[src/rtl/scnn_pkg.sv]
// Shared widths, types and FSM state encoding for the SCNN output drain.
package scnn_pkg;

    localparam int unsigned ACC_W = 32;
    localparam int unsigned ACT_W = 16;
    localparam int unsigned IDX_W = 8;

    typedef enum logic [1:0] {
        IDLE,
        SCAN,
        DONE
    } drain_state_t;

    typedef logic signed [ACC_W-1:0] acc_t;
    typedef logic signed [ACT_W-1:0] act_t;

endpackage

[src/rtl/scnn_output_drain_if.sv]
// Valid/ready result stream from the output drain to the next-layer consumer.
interface scnn_output_drain_if;
    import scnn_pkg::*;

    logic             out_valid;
    logic             out_ready;
    logic [ACT_W-1:0] out_data;
    logic [IDX_W-1:0] out_idx;
    logic             out_last;

    modport master (
        output out_valid,
        input  out_ready,
        output out_data,
        output out_idx,
        output out_last
    );

    modport slave (
        input  out_valid,
        output out_ready,
        input  out_data,
        input  out_idx,
        input  out_last
    );

endinterface

[src/rtl/scnn_relu_quant.sv]
// Per-element requantisation: arithmetic shift, saturate to 16 bits, ReLU.
module scnn_relu_quant
    import scnn_pkg::*;
#(
    parameter int unsigned PARAM_SHIFT = 8
) (
    input  acc_t acc_in,
    output act_t act_out
);

    localparam acc_t SAT_HI = acc_t'(32767);

    acc_t shifted;

    // Negative values collapse to zero via ReLU, so only the upper clamp is needed.
    always_comb begin
        shifted = acc_in >>> PARAM_SHIFT;
        if (shifted[ACC_W-1]) begin
            act_out = '0;
        end else if (shifted > SAT_HI) begin
            act_out = act_t'(SAT_HI);
        end else begin
            act_out = act_t'(shifted);
        end
    end

endmodule

[src/rtl/scnn_output_drain.sv]
// Captures merged accumulators, requantises them and streams results in dense or zero-skipping order.
module scnn_output_drain
    import scnn_pkg::*;
#(
    parameter int unsigned PARAM_IP_SIZE = 16,
    parameter int unsigned PARAM_SHIFT   = 8
) (
    input  logic                                clk,
    input  logic                                rst_n,
    input  logic                                start,
    input  logic [PARAM_IP_SIZE-1:0][ACC_W-1:0] acc_in,
    input  logic                                compress_en,
    scnn_output_drain_if.master                 out_if,
    output logic                                busy,
    output logic                                done,
    output logic [IDX_W-1:0]                    nz_count
);

    localparam int unsigned N     = PARAM_IP_SIZE;
    localparam int unsigned SEL_W = (N > 1) ? $clog2(N) : 1;

    act_t relu_out [N];

    for (genvar gi = 0; gi < N; gi++) begin : g_quant
        scnn_relu_quant #(
            .PARAM_SHIFT(PARAM_SHIFT)
        ) u_relu_quant (
            .acc_in (acc_in[gi]),
            .act_out(relu_out[gi])
        );
    end

    drain_state_t     state_q, state_d;
    logic [IDX_W-1:0] idx_q, idx_d;
    act_t             data_buf_q [N];
    act_t             data_buf_d [N];
    logic [N-1:0]     mask_q, mask_d;
    logic             cmp_q, cmp_d;
    logic [IDX_W-1:0] nz_q, nz_d;

    logic [SEL_W-1:0] sel;
    logic [IDX_W:0]   idx_p1;
    logic [N-1:0]     mask_rest;
    logic             eligible;
    logic             last_hit;
    logic             consume;
    logic [IDX_W-1:0] nz_sum;

    always_comb begin
        sel       = idx_q[SEL_W-1:0];
        idx_p1    = {1'b0, idx_q} + (IDX_W+1)'(1);
        mask_rest = mask_q >> idx_p1;
        eligible  = !cmp_q || mask_q[sel];
        // Compressed mode looks ahead: last when no set mask bit remains above idx.
        last_hit  = cmp_q ? ~|mask_rest : (idx_q == IDX_W'(N-1));
        consume   = !eligible || out_if.out_ready;
        nz_sum    = '0;
        for (int unsigned i = 0; i < N; i++) begin
            nz_sum = nz_sum + IDX_W'(mask_q[i]);
        end
    end

    always_comb begin
        state_d    = state_q;
        idx_d      = idx_q;
        data_buf_d = data_buf_q;
        mask_d     = mask_q;
        cmp_d      = cmp_q;
        nz_d       = nz_q;
        unique case (state_q)
            IDLE: begin
                if (start) begin
                    for (int unsigned i = 0; i < N; i++) begin
                        data_buf_d[i] = relu_out[i];
                        mask_d[i]     = (relu_out[i] != '0);
                    end
                    cmp_d   = compress_en;
                    idx_d   = '0;
                    state_d = SCAN;
                end
            end
            SCAN: begin
                if (consume) begin
                    if (idx_q == IDX_W'(N-1)) begin
                        nz_d    = nz_sum;
                        state_d = DONE;
                    end else begin
                        idx_d = idx_p1[IDX_W-1:0];
                    end
                end
            end
            DONE: begin
                idx_d   = '0;
                state_d = IDLE;
            end
            default: state_d = IDLE;
        endcase
    end

    always_comb begin
        out_if.out_valid = (state_q == SCAN) && eligible;
        out_if.out_data  = (state_q == SCAN) ? data_buf_q[sel] : '0;
        out_if.out_idx   = (state_q == SCAN) ? idx_q : '0;
        out_if.out_last  = out_if.out_valid && last_hit;
        busy             = (state_q != IDLE);
        done             = (state_q == DONE);
        nz_count         = nz_q;
    end

    always_ff @(posedge clk) begin
        if (!rst_n) begin
            state_q    <= IDLE;
            idx_q      <= '0;
            data_buf_q <= '{default: '0};
            mask_q     <= '0;
            cmp_q      <= 1'b0;
            nz_q       <= '0;
        end else begin
            state_q    <= state_d;
            idx_q      <= idx_d;
            data_buf_q <= data_buf_d;
            mask_q     <= mask_d;
            cmp_q      <= cmp_d;
            nz_q       <= nz_d;
        end
    end

endmodule
[src/flat_wrapper.sv]
// flat-port wrapper written by rule: the top's interface ports become plain ports
module scnn_output_drain_flat import scnn_pkg::*;
#(
    parameter int unsigned PARAM_IP_SIZE = 16,
    parameter int unsigned PARAM_SHIFT   = 8
)
  (clk, rst_n, start, acc_in, compress_en, busy, done, nz_count, out_if_out_valid, out_if_out_ready, out_if_out_data, out_if_out_idx, out_if_out_last);
  scnn_output_drain_if out_if_i ();
  input  logic clk;
  input  logic rst_n;
  input  logic start;
  input  logic [PARAM_IP_SIZE-1:0][ACC_W-1:0] acc_in;
  input  logic compress_en;
  output logic busy;
  output logic done;
  output logic [IDX_W-1:0] nz_count;
  output wire logic [$bits(out_if_i.out_valid)-1:0] out_if_out_valid;
  input wire logic [$bits(out_if_i.out_ready)-1:0] out_if_out_ready;
  output wire logic [$bits(out_if_i.out_data)-1:0] out_if_out_data;
  output wire logic [$bits(out_if_i.out_idx)-1:0] out_if_out_idx;
  output wire logic [$bits(out_if_i.out_last)-1:0] out_if_out_last;
  assign out_if_out_valid = out_if_i.out_valid;
  assign out_if_i.out_ready = out_if_out_ready;
  assign out_if_out_data = out_if_i.out_data;
  assign out_if_out_idx = out_if_i.out_idx;
  assign out_if_out_last = out_if_i.out_last;
  scnn_output_drain #(.PARAM_IP_SIZE(PARAM_IP_SIZE), .PARAM_SHIFT(PARAM_SHIFT)) u_core (.clk(clk), .rst_n(rst_n), .start(start), .acc_in(acc_in), .compress_en(compress_en), .out_if(out_if_i), .busy(busy), .done(done), .nz_count(nz_count));
endmodule
[config.mk]
export PLATFORM = sky130hd
export DESIGN_NAME = scnn_output_drain_flat
export DESIGN_NICKNAME = d
export VERILOG_FILES = /design/src/rtl/scnn_pkg.sv /design/src/rtl/scnn_output_drain_if.sv /design/src/rtl/scnn_relu_quant.sv /design/src/rtl/scnn_output_drain.sv /design/src/flat_wrapper.sv
export SDC_FILE = /design/constraint.sdc
export NUM_CORES = 1
export LEC_CHECK = 0
export ABC_AREA = 1
export ABC_CLOCK_PERIOD_IN_PS = 8900
export CAP_MARGIN = 15
export CELL_PAD_IN_SITES_DETAIL_PLACEMENT = 0
export CELL_PAD_IN_SITES_GLOBAL_PLACEMENT = 2
export CORE_MARGIN = 5
export CORE_UTILIZATION = 25
export DETAILED_ROUTE_END_ITERATION = 6
export GPL_ROUTABILITY_DRIVEN = 0
export GPL_TIMING_DRIVEN = 0
export PLACE_DENSITY = 0.88
export SLEW_MARGIN = 5
export SYNTH_ARGS = -nofsm -noshare
export SYNTH_HDL_FRONTEND = slang
export SYNTH_SLANG_ARGS = --single-unit
[constraint.sdc]
create_clock -name clk -period 8.9 [get_ports clk]
set_input_delay 1.335 -clock clk [delete_from_list [all_inputs] [get_ports clk]]
set_output_delay 1.335 -clock clk [all_outputs]
set_load 0.01 [all_outputs]
# [Word-level counts from Yosys, hierarchy flattened]
# Index checks and enable logic that the tools add are counted.
[word_totals] out_inout_bits=36 input_bits=517 ff_bits=291 wordCells=143
[classes] magnitude_cmp=18 mux=48 eq_ne=7 n_addsub=16 shifts=1 n_reduce_logical=31 n_bitwise=1
[op_table] cell="16-bit 2-to-1 mux" count=35
[op_table] cell="24-bit by 16-bit > comparator with 1-bit output (second input constant)" count=16
[op_table] cell="16-bit nonzero test" count=16
[op_table] cell="8-bit by 1-bit adder with 8-bit output" count=14
[op_table] cell="16-bit binary-select mux with 4-bit select" count=1
[op_table] cell="8-bit 2-to-1 mux" count=4
[op_table] cell="8-bit one-hot mux with 3 select lines" count=1
[op_table] cell="16-bit OR reduction" count=1
[op_table] cell="16-bit by 9-bit right shift with 16-bit output" count=1
[op_table] cell="8-bit by 1-bit adder with 9-bit output (second input constant)" count=1
[op_table] cell="8-bit by 4-bit == test with 1-bit output (second input constant)" count=1
[op_table] cell="2-bit 2-to-1 mux" count=3
[op_table] cell="3-bit AND reduction" count=2
[op_table] cell="5-bit greater-or-equal comparator (second input constant)" count=1
[op_table] cell="4-bit by 5-bit < comparator with 1-bit output (second input constant)" count=1
[op_table] cell="4-bit NOT with 5-bit output" count=1
[op_table] cell="1-bit binary-select mux with 4-bit select" count=1
[op_table] cell="2-bit by 1-bit inequality test with 1-bit output (second input constant)" count=2
[op_table] cell="2-bit inequality test (second input constant)" count=2
[op_table] cell="2-bit one-hot mux with 2 select lines" count=1
[op_table] cell="4-bit AND reduction" count=1
[op_table] cell="1-bit zero test" count=3
[op_table] cell="3-bit nonzero test" count=1
[op_table] cell="1-bit by 1-bit adder with 2-bit output" count=1
[op_table] cell="other kinds (8)" count=11

# [Longest topological paths before layout]
# Gate-level depths: netlist (run 1).
[logic_depth] depth_word=15 depth_mapped=15 depth_no_buf=15

# [By module]
# Synthesis (run 1) repeated with hierarchy kept, for this count alone.
[unflattened] hier_cells=2626 hier_area_um2=16742.3
[modules_own_cells] module="scnn_output_drain" cells_each=1970 seq_area_each_um2=5765.5 area_per_inst_um2=13679.4 instances=1
[modules_own_cells] module="scnn_relu_quant" cells_each=41 seq_area_each_um2=0.0 area_per_inst_um2=191.4 instances=16

# [Least setup slack after synthesis (run 1)]
# No wires, ideal clock.
[synth_path] kind="register -> register" from="register u_core.mask_q[1]" to="register u_core.nz_q[2], in the netlist u_core.nz_count[2]" t_arrival_ns=3.493 setup_ns=0.132 synth_period_minus_slack_ns=3.625 path_slack_ns=5.275 n_path_buf=0 required_ns=8.768 path_stages_with_launch=13 path_cell_list="dfxtp_1 -> ha_1 -> inv_1 -> fa_1 -> fa_1 -> fa_1 -> fa_1 -> fa_1 -> inv_1 -> fa_1 -> or2_2 -> nand4_1 -> a21oi_1"
[synth_via] elab_chain_cells=15 elab_cells_between_ends=21 cone_classes="add/sub (15); mux (2); reduce/logical (4)"
[synth_rtl] element="from (decl)" line_no="scnn_output_drain.sv:37" rtl="logic [N-1:0] mask_q, mask_d;"
[synth_rtl] element="from (signal assigned)" line_no="scnn_output_drain.sv:122" rtl="mask_q <= mask_d;"
[synth_rtl] element="1-bit by 1-bit adder with 2-bit output" line_no="scnn_output_drain.sv:59" rtl="nz_sum = nz_sum + IDX_W'(mask_q[i]);"
[synth_rtl] element="8-bit by 1-bit adder with 8-bit output (14 in series)" line_no="scnn_output_drain.sv:59"
[synth_rtl] element="to (signal assigned)" line_no="scnn_output_drain.sv:124" rtl="nz_q <= nz_d;"
[synth_rtl] element="to (decl)" line_no="scnn_output_drain.sv:39" rtl="logic [IDX_W-1:0] nz_q, nz_d;"
# Parallel ways exist; a longest one is shown, timed or not. The select of a mux whose other input is x is not followed.
# A chain may end at the register's enable or synchronous reset.

# [Worst setup path in the final report (run 1)]
[layout_path] from="register u_core.idx_q[0]" to="output out_if_out_data[10]"
[layout_via] elab_chain_cells=5
[layout_rtl] element="from (decl)" line_no="scnn_output_drain.sv:34" rtl="logic [IDX_W-1:0] idx_q, idx_d;"
[layout_rtl] element="from (signal assigned)" line_no="scnn_output_drain.sv:120" rtl="idx_q <= idx_d;"
[layout_rtl] element="4-bit NOT with 5-bit output (implied by the code)" line_no="scnn_output_drain.sv:102" rtl="out_if.out_data = (state_q == SCAN) ? data_buf_q[sel] : '0;"
[layout_rtl] element="16-bit binary-select mux with 4-bit select" line_no="scnn_output_drain.sv:102"
[layout_rtl] element="16-bit 2-to-1 mux (implied by the code) (2 in series)" line_no="scnn_output_drain.sv:102"
[layout_rtl] element="16-bit 2-to-1 mux" line_no="scnn_output_drain.sv:102"
[layout_rtl] element="to (decl)" line_no="flat_wrapper.sv:19" rtl="output wire logic [$bits(out_if_i.out_data)-1:0] out_if_out_data;"
# Every way passes these cells. The select of a mux whose other input is x is not followed.

==> results.md, run 1 <==
- TNS Setup: 0 ns
- Rel. slew slack: 25.2%
- Fill count: 6886
- Pwr/cell area: between 150 and 200 mW/mm^2
- Global-route wire length before repair: between 100000 and 150000 microns
- 1st-pass router iterations: 5
- Area leader, netlist: dfxtp_1
- Chip width: ~260 microns
- Num rows: 92
- Most used cell, CP: buf_2
- Mean Syn Cell Area: 6.46 sq um
- Via count: about 19000
- Pins Over Slew Limit: 0
- FF-to-FF Start: u_core.mask_q[0]$_SDFFE_PN0P_
- Synth warnings: 0
- Hold Crit Start: u_core.data_buf_q[127]$_SDFFE_PN0P_
- Critical path endpoint category: primary output
- Fin util: 35.5%
- Initial DRC count: 1767
- Vias in the first global route: 18734
- CTS max path bufs: 3
- Core ar.: 0.0631 sq mm
- MaxCap Viol Count: 0
- Gr ovfl total: 0
- CTS tree: built
- Crit path max fanout: 10
- DR DRC count: 0
- Highest clock rate: 199 MHz
- Most frequent cells after synthesis: nand2_1, o21ai_0, nor2_1
- Pin count of the biggest net entering global routing: 13
- Min Tclk post-route: 5.03 ns
- Largest stage delay, worst path: 0.65 ns
- Post-CTS Setup Bufs: 0
- Prevailing post-synth register cell: dfxtp_1
- Area delta synth->final: 40.7%
- Antenna violations before repair: 3
- I/O pin count: 553
- Reg power frac: 37.2%
- Number of CTS-inserted buffers: 35
- Final non-filler cell total: ~3800
- Crit Path Class: flop to primary output
- Die ar.: 0.0688 sq mm
- Worst path required time: 7.57 ns
- Crit path cell chain: buf_6 -> buf_2 -> buf_2 -> o21ai_0 -> o22ai_1 -> nand2_1 -> a41oi_1 -> clkdlybuf4s50_1
- Count of hold-fix buffers inserted at cts: 0
- Worst reg-to-reg path cell count: 13
- Nets: between 3000 and 4000
- Clock transition at path regs: 0.06 ns
- Sw frac: 31.8%
- CP top delay family: buffers and inverters
- Post-Synthesis Cells: roughly 2500
- Worst path bufs/invs: 4
- Sink Count: 288
- Slowest-stage cell, CP: clkdlybuf4s50_1
- Status: complete, no violations
- Post-synth ARST share: 0%
- Starting Density: 25.2%
- Max rail drop VDD: 104 uV
- Worst Hold Depth: 2
- Crit path DAT: 3.69 ns
- Vias per cell: a little under 5
- Top cells by area, synth: dfxtp_1, o21ai_0, nand2_1
- RSZ-0062 raised after global routing: no
- Clock Power Share: 37.7%
- Sequential area share after synthesis: 36.2%
- Leakage: 0.00896 uW
- Pint: 2700 uW
- R2R setup slack: a little over 5 ns
- Layout cell share with drive strength beyond 1: 4.41%
- HP Class: flop to flop
- Endpoint of the worst register-to-register path: u_core.nz_count[4]$_SDFFE_PN0P_
- Switching power: 1260 uW
- EDFF count, synth: 0
- Final hold vios: 0
- Worst path depth: 8
- Combinational fraction of design power: 25.2%
- CTS HTree Levels: 2
- Root Driver: clkbuf_16
- # port buffers: 421
- Mapped cell area: 0.0159 sq mm
- Worst-margin pin slew: 1.12 ns
- Distinct cells, synth: 37
- GRT Total Usage: 21.1%
- Post-cts repair resize count: 0
- Antenna Violating Nets Remaining: 0
- Period utilization: 56.5%
- WL/cell: around 20 microns
- Most common cell in the netlist: nand2_1
- Clock skew: 0.0235 ns
- Clock latency on the worst-skew pair: 0.55 ns
- Critical path launch point type: flop
- Hold path endpoint: u_core.data_buf_q[127]$_SDFFE_PN0P_
- Post-DP HPWL: 63000 microns
- Inst Count DP: 3734
- Routed wire length: 77100 microns
- Die height: 262 microns
- Synthesized flop and latch total: ~290
- Final Setup Violations: 0
- Synth top area share: 36.2%
metal layers:
layer  vias up  routed length [microns]  track usage (%)
met1      8793                    33200             27.7
met2       737                    35400             34.7
li1       9157                        -                -
met4         2                     2470             6.49
met3       126                     5990             4.62
met5         -                        7                0
state kept, by name (all words and copies together) (netlist names):
| register | cells |
|---|---|
| u_core.mask_q | 16 |
| u_core.data_buf_q | 256 |
| u_core.nz_count | 5 |
| u_core.cmp_q | 1 |
| u_core.idx_q | 8 |
| u_core.state_q | 2 |
cells by family after synthesis:
kind of cell | after synthesis | synth area share (%)
and+or+nand+nor | 914 | 23.2
AOI/OAI and AO/OA | 837 | 28.4
buffers and inverters | 405 | 10.2
DFF | 288 | 36.2
adders and majority gates | 16 | 1.73
xor gates and xnor gates | 4 | 0.220
other | 1 | 0.0236
metrics by stage:
| step | worst slack (ns) | total power (uW) | hold slack (ns) | cell area (sq um) |
|---|---|---|---|---|
| finish | 3.87 | 3960 | 0.431 | 22400 |
| global route | 3.77 | 4140 | 0.451 | 22400 |
| CTS | 3.91 | 3960 | 0.429 | 22400 |
| detailed placement | 4.51 | 2470 | 0.421 | 21200 |
| global placement | 4.57 | 2460 | 0.417 | 21200 |
| floorplan | 5.27 | 1990 | 0.412 | 15900 |
cell type report:
cell class | instances | area (sq um) | area share, %
clock buffers | 49 | 1000 | 4.46
diodes | 1 | 2.50 | 0.0112
plain buffers | 175 | 759 | 3.39
inverters | 230 | 863 | 3.86
multi-input cells | 1774 | 8530 | 38.1
clock inverters | 14 | 193 | 0.861
flip-flops and latches | 288 | 5770 | 25.8
repair buffers | 421 | 4210 | 18.8
well taps | 846 | 1060 | 4.73
layout by cell type (no fill, tap or decap), drive strengths merged, types with 57 or more instances in the layout:
| master | n |
|---|---|
| o22ai | 57 |
| nand2 | 493 |
| clkbuf | 159 |
| clkdlybuf4s50 | 421 |
| buf | 65 |
| inv | 231 |
| o21ai | 410 |
| o31ai | 69 |
| dfxtp | 288 |
| a21oi | 273 |
| nor2 | 317 |
worst register-to-register path, stage by stage (launching register included):
cell      delay [ns]
dfxtp_1         0.40
ha_1            0.26
inv_1           0.07
fa_1            0.44
fa_1            0.50
fa_1            0.54
fa_1            0.43
fa_1            0.37
inv_1           0.10
fa_1            0.19
nand2_1         0.07
a21boi_0        0.18
nand3_1         0.09
a21oi_1         0.16
power groups by stage:
stage,clock [uW],combinational [uW],sequential (uW)
after floorplan,0,527,1460
after global placement,0,970,1490
after detailed placement,0,979,1490
after CTS,1510,984,1470
after global routing,1570,1100,1480
final,1490,998,1470
worst max-delay path by stage:
| stage | start | endpoint | slack, ns |
|---|---|---|---|
| floorplan | u_core.mask_q[1]$_SDFFE_PN0P_ | u_core.nz_count[2]$_SDFFE_PN0P_ | 5.27 |
| global placement | u_core.idx_q[0]$_SDFFE_PN0P_ | out_if_out_data[0] | 4.57 |
| finish | u_core.idx_q[0]$_SDFFE_PN0P_ | out_if_out_data[10] | 3.87 |
| global route | u_core.idx_q[0]$_SDFFE_PN0P_ | out_if_out_data[8] | 3.77 |
| CTS | u_core.idx_q[1]$_SDFFE_PN0P_ | out_if_out_data[0] | 3.91 |
| detailed placement | u_core.idx_q[1]$_SDFFE_PN0P_ | out_if_out_data[0] | 4.51 |
Note: power is estimated with default switching activity, not from simulation.
==> inputs of run 2 (changes only) <==
--- a/config.mk
+++ b/config.mk
@@ -6,16 +6,16 @@
 export NUM_CORES = 1
 export LEC_CHECK = 0
 export ABC_AREA = 1
-export ABC_CLOCK_PERIOD_IN_PS = 8900
+export ABC_CLOCK_PERIOD_IN_PS = 4800
 export CAP_MARGIN = 15
 export CELL_PAD_IN_SITES_DETAIL_PLACEMENT = 0
 export CELL_PAD_IN_SITES_GLOBAL_PLACEMENT = 2
 export CORE_MARGIN = 5
-export CORE_UTILIZATION = 25
+export CORE_UTILIZATION = 24
 export DETAILED_ROUTE_END_ITERATION = 6
 export GPL_ROUTABILITY_DRIVEN = 0
 export GPL_TIMING_DRIVEN = 0
-export PLACE_DENSITY = 0.88
+export PLACE_DENSITY = 0.85
 export SLEW_MARGIN = 5
 export SYNTH_ARGS = -nofsm -noshare
 export SYNTH_HDL_FRONTEND = slang
==> constraint.sdc (replaced) <==
create_clock -name clk -period 4.8 [get_ports clk]
set_input_delay 0.72 -clock clk [delete_from_list [all_inputs] [get_ports clk]]
set_output_delay 0.72 -clock clk [all_outputs]
set_load 0.01 [all_outputs]
==> run 2 against run 1 <==
Non-clock buffer count unchanged; via count increased by 0.82%; flip-flop and latch count unchanged; die area increased by 4.0%; global-route usage decreased by 0.34 points; power increased by 89%; critical path type unchanged; largest power group unchanged.
==> results.md, run 2 (same netlist as run 1, synthesis figures left out) <==
- Status: complete, no violations (unchanged)
- Root Driver: clkbuf_16 (unchanged)
- I/O pin count: 553 (unchanged)
- Max reg flops: 256 (unchanged)
- Initial DRC count: 1855 (was 1767)
- RSZ-0062 raised after global routing: no (unchanged)
- Layout cell share with drive strength beyond 1: 4.44% (was 4.41%)
- Via count: 18969 (was 18815)
- Fill count: 7042 (was 6886)
- Highest clock rate: 221 MHz
- Top Registers: u_core.data_buf_q: 256 flops, u_core.mask_q: 16 flops, u_core.idx_q: 8 flops (unchanged)
- Grt met2 use: 34.0% (was 34.7%)
- Post-CTS Setup Bufs: 0 (unchanged)
- Area of the multi-input gates: 0.00853 sq mm (unchanged)
- Grt peak-use layer: met2 (unchanged)
- Tot Pwr: 7490 uW (was 3960 uW)
- Global-route wire length before repair: 115000 microns (was 114000 microns)
- Final hold vios: 0 (unchanged)
- Count of hold-fix buffers inserted at cts: 0 (unchanged)
- Die height: 268 microns (was 262 microns)
- GRT Total Usage: 20.7% (was 21.1%)
- Leakage: 0.00900 uW (was 0.00896 uW)
- Worst Hold Depth: 2 (unchanged)
- Commonest non-fill, non-tap cell in the layout: nand2_1 (unchanged)
- 1st-pass router iterations: 6 (was 5)
- Hold Crit Start: u_core.data_buf_q[127]$_SDFFE_PN0P_ (unchanged)
- Die ar.: 0.0716 sq mm (was 0.0688 sq mm)
- Worst reg-to-reg path cell count: 12 (was 13)
- Crit Path Class: flop to primary output (unchanged)
- Core ar.: 0.0657 sq mm (was 0.0631 sq mm)
- DR DRC count: 0 (unchanged)
- Vias per cell: 4.97 (was 4.95)
- Crit path max fanout: 10 (unchanged)
- Pwr/cell area: 333 mW/mm^2 (was 177 mW/mm^2)
- CTS tree: built (unchanged)
- Clock skew: 0.0161 ns (was 0.0235 ns)
- Post-cts repair resize count: 0 (unchanged)
- Chip width: 268 microns (was 262 microns)
- Sink Count: 288 (unchanged)
- CTS max path bufs: 3 (unchanged)
- Max rail drop VDD: 201 uV (was 104 uV)
- Sequential standard cell area: 0.00577 sq mm (unchanged)
- FF-to-FF Start: u_core.mask_q[1]$_SDFFE_PN0P_ (was u_core.mask_q[0]$_SDFFE_PN0P_)
- Most frequent cells in the layout: nand2_1, clkdlybuf4s50_1, o21ai_0 (unchanged)
- MaxCap Viol Count: 0 (unchanged)
- Min Tclk post-route: 4.52 ns
- Pins Over Slew Limit: 0 (unchanged)
- Routing usage on met3: 3.98% (was 4.62%)
- Critical path launch point type: flop (unchanged)
- TNS Setup: 0 ns (unchanged)
- Routed wire length: 78300 microns (was 77100 microns)
- # port buffers: 421 (unchanged)
- HP Class: flop to flop (unchanged)
- Hold path endpoint: u_core.data_buf_q[127]$_SDFFE_PN0P_ (unchanged)
- Starting Density: 24.2% (was 25.2%)
- Antenna violations before repair: 6 (was 3)
- M1 GR Usage: 27.6% (was 27.7%)
- R2R setup slack: 0.99 ns (was 5.04 ns)
- Nets: 3458 (unchanged)
- Final Setup Violations: 0 (unchanged)
- CTS HTree Levels: 2 (unchanged)
- Gr ovfl total: 0 (unchanged)
- Critical path endpoint category: primary output (unchanged)
- Endpoint of the worst register-to-register path: u_core.nz_count[2]$_SDFFE_PN0P_ (was u_core.nz_count[4]$_SDFFE_PN0P_)
- Vias in the first global route: 18800 (was 18734)
- Number of CTS-inserted buffers: 35 (unchanged)
- Clock latency on the worst-skew pair: 0.54 ns (was 0.55 ns)
- Worst path required time: 4.08 ns (was 7.57 ns)
- Crit path DAT: 3.80 ns (was 3.69 ns)
- Rel. slew slack: 18.4% (was 25.2%)
- Area delta synth->final: 41.3% (was 40.7%)
- Post-DP HPWL: 64000 microns (was 63000 microns)
- Largest register by flop count: u_core.data_buf_q (unchanged)
- Period utilization: 94.2%
- Inst Count DP: 3752 (was 3734)
- Antenna Violating Nets Remaining: 0 (unchanged)
- Num rows: 94 (was 92)
- Clock transition at path regs: 0.06 ns (about the same)
- Pin count of the biggest net entering global routing: 14 (was 13)
- WL/cell: 20.5 microns (was 20.3 microns)
- Worst-margin pin slew: 1.22 ns (was 1.12 ns)
- Final non-filler cell total: 3817 (was 3798)
-- run 2: cell types whose count changed in the layout (fill, tap and decap cells not counted), moves of 2 or more --
cell | previous run | this run
clkbuf_8 | 5 | 7
diode_2 | 1 | 4
bufinv_16 | 4 | 6
clkbuf_1 | 118 | 115
-- run 2: layout make-up --
class                           instances  share of cell area (%)
Multi-Input combinational cell       1774                    38.0
Clock inverter                         12                   0.957
Buffer                                175                    3.38
Antenna cell                            4                  0.0445
Inverter                              230                    3.84
Clock buffer                           49                    4.63
Timing Repair Buffer                  421                    18.7
Sequential cell                       288                    25.6
Tap cell                              864                    4.81
-- run 2: metal layers --
layer | part of all wire [%] | vias to the layer above | wire, microns
met5 | 0.027 | - | 21
met4 | 3.4 | 4 | 2640
met3 | 7.4 | 132 | 5800
met2 | 46 | 749 | 36100
met1 | 43 | 8924 | 33700
li1 | - | 9160 | -
-- run 2: through the flow --
step	util (%)	worst slack [ns]	hold WS (ns)	cell area [sq um]
finish	34.2	0.276	0.433	22500
global route	34.2	0.160	0.455	22500
CTS	34.2	0.364	0.430	22500
detailed placement	32.3	0.967	0.422	21200
global placement	32.3	1.01	0.418	21200
floorplan	-	1.17	0.412	15900
-- run 2: where the power goes --
group / switching [uW] / leakage, uW / total [uW] / internal [uW]
Sequential: 144 / 0.00238 / 2740 / 2590
Combinational: 1120 / 0.00600 / 1860 / 744
Clock: 1060 / 0.000613 / 2890 / 1830
-- run 2: worst max path at each step --
stage               depth (start not counted)                     startpoint                         endpoint
finish                                      9   u_core.idx_q[0]$_SDFFE_PN0P_               out_if_out_data[6]
global route                                9   u_core.idx_q[1]$_SDFFE_PN0P_               out_if_out_data[0]
CTS                                         9   u_core.idx_q[1]$_SDFFE_PN0P_               out_if_out_data[0]
detailed placement                         10   u_core.idx_q[0]$_SDFFE_PN0P_               out_if_out_data[0]
global placement                           12  u_core.mask_q[0]$_SDFFE_PN0P_  u_core.nz_count[2]$_SDFFE_PN0P_
floorplan                                  12  u_core.mask_q[1]$_SDFFE_PN0P_  u_core.nz_count[2]$_SDFFE_PN0P_
-- run 2: critical path: stages (launching register included) --
cell,delay [ns]
dfxtp_1,0.42
inv_2,0.18
buf_6,0.19
buf_2,0.27
buf_2,0.34
nor2_1,0.08
o22ai_1,0.41
nand2_1,0.12
a41oi_1,0.58
clkdlybuf4s50_1,0.66
==> inputs of run 3 (changes only) <==
--- a/config.mk
+++ b/config.mk
@@ -15,8 +15,9 @@
 export DETAILED_ROUTE_END_ITERATION = 6
 export GPL_ROUTABILITY_DRIVEN = 0
 export GPL_TIMING_DRIVEN = 0
-export PLACE_DENSITY = 0.85
+export PLACE_DENSITY_LB_ADDON = 0.12
 export SLEW_MARGIN = 5
 export SYNTH_ARGS = -nofsm -noshare
 export SYNTH_HDL_FRONTEND = slang
+export SYNTH_HIERARCHICAL = 1
 export SYNTH_SLANG_ARGS = --single-unit
==> run 3 against run 2 <==
Die area increased by 5.0%; non-clock buffer count increased by 21; clock skew increased by 0.0057 ns; routed wire length increased by 3.3%; count of clock-buffer cells in the layout unchanged; global-route usage decreased by 0.22 points; final area increased by 3.9%; largest power group unchanged; highest routed layer is now met4.
==> results.md, run 3 <==
- HP Class: flop to flop (unchanged)
- Initial DRC count: 1218 (was 1855)
- Clock transition at path regs: 0.05 ns (was 0.06 ns)
- Endpoint of the worst register-to-register path: u_core/nz_count[4]$_SDFFE_PN0P_ (was u_core.nz_count[2]$_SDFFE_PN0P_)
- Hold Crit Start: u_core/nz_count[2]$_SDFFE_PN0P_ (was u_core.data_buf_q[127]$_SDFFE_PN0P_)
- Pin count of the biggest net entering global routing: 13 (was 14)
- Prevailing post-synth register cell: dfxtp_1 (unchanged)
- # port buffers: 421 (unchanged)
- Clock latency on the worst-skew pair: 0.56 ns (was 0.54 ns)
- Pre-CTS setup slack: 0.732 ns (was 0.967 ns)
- N_diodes: 0 (was 4)
- Chip width: 274 microns (was 268 microns)
- Min Tclk post-route: 4.75 ns (was 4.52 ns)
- Worst reg-to-reg path cell count: 12 (unchanged)
- CTS tree: built (unchanged)
- Vias per cell: 4.69 (was 4.97)
- Area delta synth->final: 39.5% (was 41.3%)
- Crit path DAT: 4.03 ns (was 3.80 ns)
- TNS Setup: 0 ns (unchanged)
- Crit path max fanout: 10 (unchanged)
- Global-route wire length before repair: 117000 microns (was 115000 microns)
- Fill count: 7643 (was 7042)
- DR DRC count: 0 (unchanged)
- Mapped cell area: 0.0167 sq mm (was 0.0159 sq mm)
- Pwr/cell area: 327 mW/mm^2 (was 333 mW/mm^2)
- CTS HTree Levels: 2 (unchanged)
- Sequential area share after synthesis: 34.4% (was 36.2%)
- Final Worst Setup Slack: 0.0535 ns (was 0.276 ns)
- Final hold vios: 0 (unchanged)
- Post-DP HPWL: 66900 microns (was 64000 microns)
- RSZ-0062 raised after global routing: no (unchanged)
- CTS max path bufs: 3 (unchanged)
- Commonest non-fill, non-tap cell in the layout: nor2_1 (was nand2_1)
- Count of hold-fix buffers inserted at cts: 0 (unchanged)
- Synth warnings: 6 (was 0)
- Core ar.: 0.0689 sq mm (was 0.0657 sq mm)
- Vias in the first global route: 18646 (was 18800)
- Layout cell share with drive strength beyond 1: 6.07% (was 4.44%)
- Post-Synthesis Cells: 2626 (was 2465)
- Most frequent cells in the layout: nor2_1, clkdlybuf4s50_1, o21ai_0 (was nand2_1, clkdlybuf4s50_1, o21ai_0)
- MaxCap Viol Count: 0 (unchanged)
- Top Registers: u_core/data_buf_q: 256 flops, u_core/mask_q: 16 flops, u_core/idx_q: 8 flops (was u_core.data_buf_q: 256 flops, u_core.mask_q: 16 flops, u_core.idx_q: 8 flops)
- Die ar.: 0.0751 sq mm (was 0.0716 sq mm)
- Post-CTS Setup Bufs: 0 (unchanged)
- Top cells by area, synth: dfxtp_1, nor2_1, o21ai_0 (was dfxtp_1, o21ai_0, nand2_1)
- Worst setup path start: u_core/idx_q[1]$_SDFFE_PN0P_ (was u_core.idx_q[0]$_SDFFE_PN0P_)
- Rel. slew slack: 20.9% (was 18.4%)
- Worst-margin pin slew: 1.19 ns (was 1.22 ns)
- R2R setup slack: 1.05 ns (was 0.99 ns)
- Max reg flops: 256 (unchanged)
- Most frequent cells after synthesis: nor2_1, o21ai_0, inv_1 (was nand2_1, o21ai_0, nor2_1)
- Largest register by flop count: u_core/data_buf_q (was u_core.data_buf_q)
- Sink Count: 288 (unchanged)
- Via count: 18949 (was 18969)
- Critical path launch point type: flop (unchanged)
- Crit Path Class: flop to primary output (unchanged)
- Synth top area share: 34.4% (was 36.2%)
- Clock skew: 0.0218 ns (was 0.0161 ns)
- Gr ovfl total: 0 (unchanged)
- Root Driver: clkbuf_16 (unchanged)
- WL/cell: 20.0 microns (was 20.5 microns)
- FF-to-FF Start: u_core/mask_q[5]$_SDFFE_PN0P_ (was u_core.mask_q[1]$_SDFFE_PN0P_)
- Fin util: 33.9% (was 34.2%)
- Highest clock rate: 211 MHz (was 221 MHz)
- Num rows: 96 (was 94)
- 1st-pass router iterations: 5 (was 6)
- Routed wire length: 80800 microns (was 78300 microns)
- Synthesized flop and latch total: 288 (unchanged)
- Leakage: 0.00985 uW (was 0.00900 uW)
- Mean Syn Cell Area: 6.38 sq um (was 6.46 sq um)
- Post-synth ARST share: 0% (unchanged)
- Final Setup Violations: 0 (unchanged)
- Antenna Violating Nets Remaining: 0 (unchanged)
- Area leader, netlist: dfxtp_1 (unchanged)
- Worst Hold Depth: 2 (unchanged)
- EDFF count, synth: 0 (unchanged)
- I/O pin count: 553 (unchanged)
- Pins Over Slew Limit: 0 (unchanged)
- Starting Density: 24.3% (was 24.2%)
- Hold path endpoint: u_core/nz_count[2]$_SDFFE_PN0P_ (was u_core.data_buf_q[127]$_SDFFE_PN0P_)
- Status: complete, no violations (unchanged)
- GRT Total Usage: 20.5% (was 20.7%)
- Antenna violations before repair: 1 (was 6)
- Distinct cells, synth: 45 (was 37)
- Nets: 3621 (was 3458)
- Die height: 274 microns (was 268 microns)
- Worst path required time: 4.08 ns (about the same)
- Critical path endpoint category: primary output (unchanged)
- Number of CTS-inserted buffers: 37 (was 35)
- Max rail drop VDD: 185 uV (was 201 uV)
- Most common cell in the netlist: nor2_1 (was nand2_1)
- Period utilization: 98.9% (was 94.2%)
-- run 3: changes by cell type in the layout (fill, tap and decap cells not counted), moves of 16 or more --
cell / change
nor2_1: +339
nand2_1: -328
inv_1: +110
o31ai_1: -63
nor4_1: +52
a21oi_1: +35
nand4_1: -30
buf_4: +21
o21ai_0: -17
buf_6: +16
conb_1: +16
-- run 3: final cells by class --
type                    instances  area, sq um  share of cell area (%)
multi-input cells            1800         8660                    37.1
flip-flops and latches        288         5770                    24.7
repair buffers                421         4210                    18.0
inverters                     344         1290                    5.53
well taps                     931         1160                    4.99
clock buffers                  49         1040                    4.46
plain buffers                 196         1030                    4.42
clock inverters                15          185                   0.793
-- run 3: layer usage --
metal  part of all wire [%]  track usage, %  routed length (microns)
met3                    6.2            3.46                     5000
met4                    1.9            4.21                     1550
met2                     45            33.1                    36400
met1                     47            29.0                    37900
met5                      0               0                        0
-- run 3: repair_timing --
action / in CTS / in global routing
endpoints found under the hold margin: 0 / 0
setup endpoints to repair: 0 / 1
resized for setup: 0 / 2
-- run 3: critical path, stage by stage (launching register included) --
cell and delay, ns:
dfxtp_1 0.34, clkinv_1 0.21, buf_2 0.35, clkbuf_1 0.58, o21ai_0 0.24, o22ai_1 0.30, nand2_1 0.17, a41oi_1 0.61
clkdlybuf4s50_1 0.67
-- run 3: per-stage QoR --
| stage | cell area (sq um) | total power (uW) | hold slack [ns] | instances |
|---|---|---|---|---|
| 2_1_floorplan | 16700 | 3830 | 0.430 | 2628 |
| 3_3_place_gp | 22100 | 4810 | 0.445 | 3980 |
| 3_5_place_dp | 22100 | 4820 | 0.451 | 3980 |
| 4_1_cts | 23400 | 7690 | 0.459 | 4044 |
| 5_1_grt | 23400 | 8040 | 0.485 | 4044 |
| 6_report | 23400 | 7640 | 0.466 | 4044 |
-- run 3: how the worst max path moves through the flow --
stage	end	cells after the start	slack (ns)
after floorplan	u_core/nz_count[4]$_SDFFE_PN0P_	12	1.44
after global placement	out_if_out_data[2]	8	0.74
after detailed placement	out_if_out_data[2]	8	0.73
after CTS	out_if_out_data[2]	8	0.12
after global routing	out_if_out_data[12]	8	0.12
final	out_if_out_data[12]	8	0.05
-- run 3: kinds of logic (layout without fill, tap and decap cells) --
family / Yosys count / in the layout / synth area share, %
and+or+nand+nor: 955 / 955 / 24.0
buffers and inverters: 540 / 1025 / 13.9
adders and majority gates: 16 / 16 / 1.64
xor gates and xnor gates: 5 / 5 / 0.262
other: 17 / 19 / 0.381
DFF: 288 / 288 / 34.4
AOI/OAI and AO/OA: 805 / 805 / 25.4
-- run 3: where the power goes --
group	total, uW	internal, uW	leakage, uW	switching [uW]
combinational	2040	811	0.00685	1230
sequential	2760	2600	0.00239	160
clock	2840	1740	0.000609	1100
total	7640	5150	0.00985	2490
==> RTL edit (settings of run 1) <==
Reset style: asynchronous (`rst_n`), changed in one clocked block.
--- a/src/rtl/scnn_output_drain.sv
+++ b/src/rtl/scnn_output_drain.sv
@@ -108,5 +108,5 @@
     end
 
-    always_ff @(posedge clk) begin
+    always_ff @(posedge clk or negedge rst_n) begin
         if (!rst_n) begin
             state_q    <= IDLE;
Check against the original RTL: differs if rst_n is asserted again (counterexample within 4 cycles, from zero or initial values and one cycle with rst_n low); with rst_n held inactive, the same outputs for 4 cycles.
==> RTL edit against run 1 <==
  * The flow now finishes with violations (DRC)
  * Global-route usage shrank 1.9 points
  * Area after synthesis grew 11%
  * Hold slack gained 0.041 ns
  * Wire length shrank 2.0%
  * Design area grew 8.2%
  * Core utilization shrank 0.91 points
  * Setup slack lost 0.19 ns
  * Sequential cell count is the same
Power is not compared: it rests on default switching activity, and its combinational part moved more than twofold at a synthesized area within 25%.
==> RTL edit: results (changes against run 1) <==
GRT
The number of global-route vias before repair was 18428 (-1.6%). The first-pass GRT wire length is 111000 um (-2.8%). The pin count of the biggest net entering global routing is 111 (+98).

The global-route congestion overflow total came to 0 (unchanged). The initial antenna violation count came to 4 (+1). The aggregate global-route resource usage is 0.1915 (-0.01920).

Logic synthesis
The multiplexer share of the synthesized area came to 0 (unchanged). The distinct cell type count after synthesis came to 42 (+14%). The synthesized netlist cell count is 2672 (+8.4%). The most used flip-flop cell after synthesis is dfrtp_1.

The share of synthesized cell area in full adder, half adder and majority cells is 0.01561 (-0.001686). The fraction of the mapped netlist area in compound gates is 0.1391 (-0.1449). The share of async-settable or async-resettable flops after synthesis is 1.000 (+1.000). Ranked by total cell area, the synthesized netlist is headed by dfrtp_1, nand2_1, o21ai_0, nor2_1, inv_1. The xor and xnor area share after synthesis is 0.003477 (+0.001275). The part of the Yosys area used for sequential elements is 0.4087 (+0.04642). By count the netlist is led by nand2_1, nor2_1, o21ai_0.

Drt
The post-detailed-route DRC marker count is 4 (+4). The first-pass iteration count of the detailed router is 7 (+2). The wire length per cell came to 18.40 um (-9.3%).

The number of DRC markers after the initial detailed-route iteration was 1345 (-24%). The via density per instance was 4.521 (-8.7%).

Layout
The post-route non-filler standard cell count is 4104 (+8.1%). The ratio of cells with drive above 1 in the final layout is 0.05724 (+0.01319). The count of nets after finishing came to 3669 (+6.1%).

Outcome
The flow ran to the end, but the final reports show violations. The final reports fail on DRC.

STA
The max-slew headroom at the worst pin came to 0.4170 (+0.1650). The setup clock skew after layout came to 0.02126 ns (-0.002266 ns).

Placement
The placed wire-length estimate came to 61040 um (-3.2%). The cell total after placement is 4037 (+8.1%). The post-detailed-placement cell area is 23090 um^2 (+8.9%).

Clock network
The number of clock buffers inserted by TritonCTS is 37 (+5.7%). The setup fix buffers added after clock tree synthesis is 0 (unchanged). Clock-pin slew was measured on the worst setup and hold paths at 0.05 ns.

Setup path
Among cell families on the critical path, the largest total delay comes from buffers and inverters. The arrival time at the worst endpoint is 3.88 ns (+0.19 ns). The maximum fanout encountered on the critical timing path is 10 (unchanged).
[RTL edit: layout make-up]
class	instances	area, um^2
tap	940	1176
inverter	308	1162
multi-input combinational	1930	8549
clock inverter	12	73.82
fill	7802	45810
buffer	148	723.2
timing repair buffer	423	4274
clock buffer	53	1046
sequential	288	7207
antenna	2	5.005
[RTL edit: power by group]
part	total, mW	internal, mW	leakage (nW)	switching, mW
clock network	1.41	0.818	0.556	0.591
logic	3.79	1.43	7.28	2.35
registers	2.23	1.85	3.63	0.374
total	7.42	4.10	11.5	3.32
[RTL edit: worst min-delay path, stage by stage, from the launching register on]
cell and delay, ns:
dfrtp_1 0.33, nand2_1 0.05, nand2_1 0.05
[RTL edit: final timing paths]
| check | start | to | slack, ns | cells after the start |
|---|---|---|---|---|
| worst max register to register | u_core.mask_q[0] | u_core.nz_count[4] | 5.05 | 13 |
| min in group asynchronous | rst_n | u_core.data_buf_q[235] | 0.83 | 1 |
| worst max-delay path | u_core.idx_q[1] | out_if_out_data[0] | 3.68 | 8 |
| worst min-delay path | u_core.data_buf_q[7] | u_core.data_buf_q[7] | 0.47 | 2 |
| max in group asynchronous | rst_n | u_core.idx_q[1] | 7.03 | 2 |
| worst min register to register | u_core.data_buf_q[7] | u_core.data_buf_q[7] | 0.47 | 2 |
[RTL edit: cell families (layout without fill, tap and decap cells)]
kind of cell / count (synthesis) / after routing
AOI/OAI and AO/OA: 456 / 456
xor gates and xnor gates: 7 / 7
DFF: 288 / 288
other: 1 / 5
and+or+nand+nor: 1448 / 1448
buffers and inverters: 456 / 944
adders and majority gates: 16 / 16
[RTL edit: through the flow]
step                       TNS, ns  hold WS, ns  power [mW]  setup WS (ns)    util
after global placement    -1899.34       0.4584       5.936         -6.618  0.3289
after floorplan                  0       0.4438       4.346          5.219       -
after detailed placement         0       0.4617       5.976          4.390  0.3298
after global routing             0       0.4914       7.946          3.592  0.3458
final                            0       0.4718       7.421          3.680  0.3458
after CTS                        0       0.4772       7.418          3.809  0.3457
[RTL edit: metal layers]
layer  vias to the layer above  wire length (um)  track usage
li1                       9239                 -            -
met1                      8608             33990       0.2650
met2                       591             33750       0.3013
met3                       113              5410      0.04068
met4                         4              2333      0.05759
met5                         -                27            0
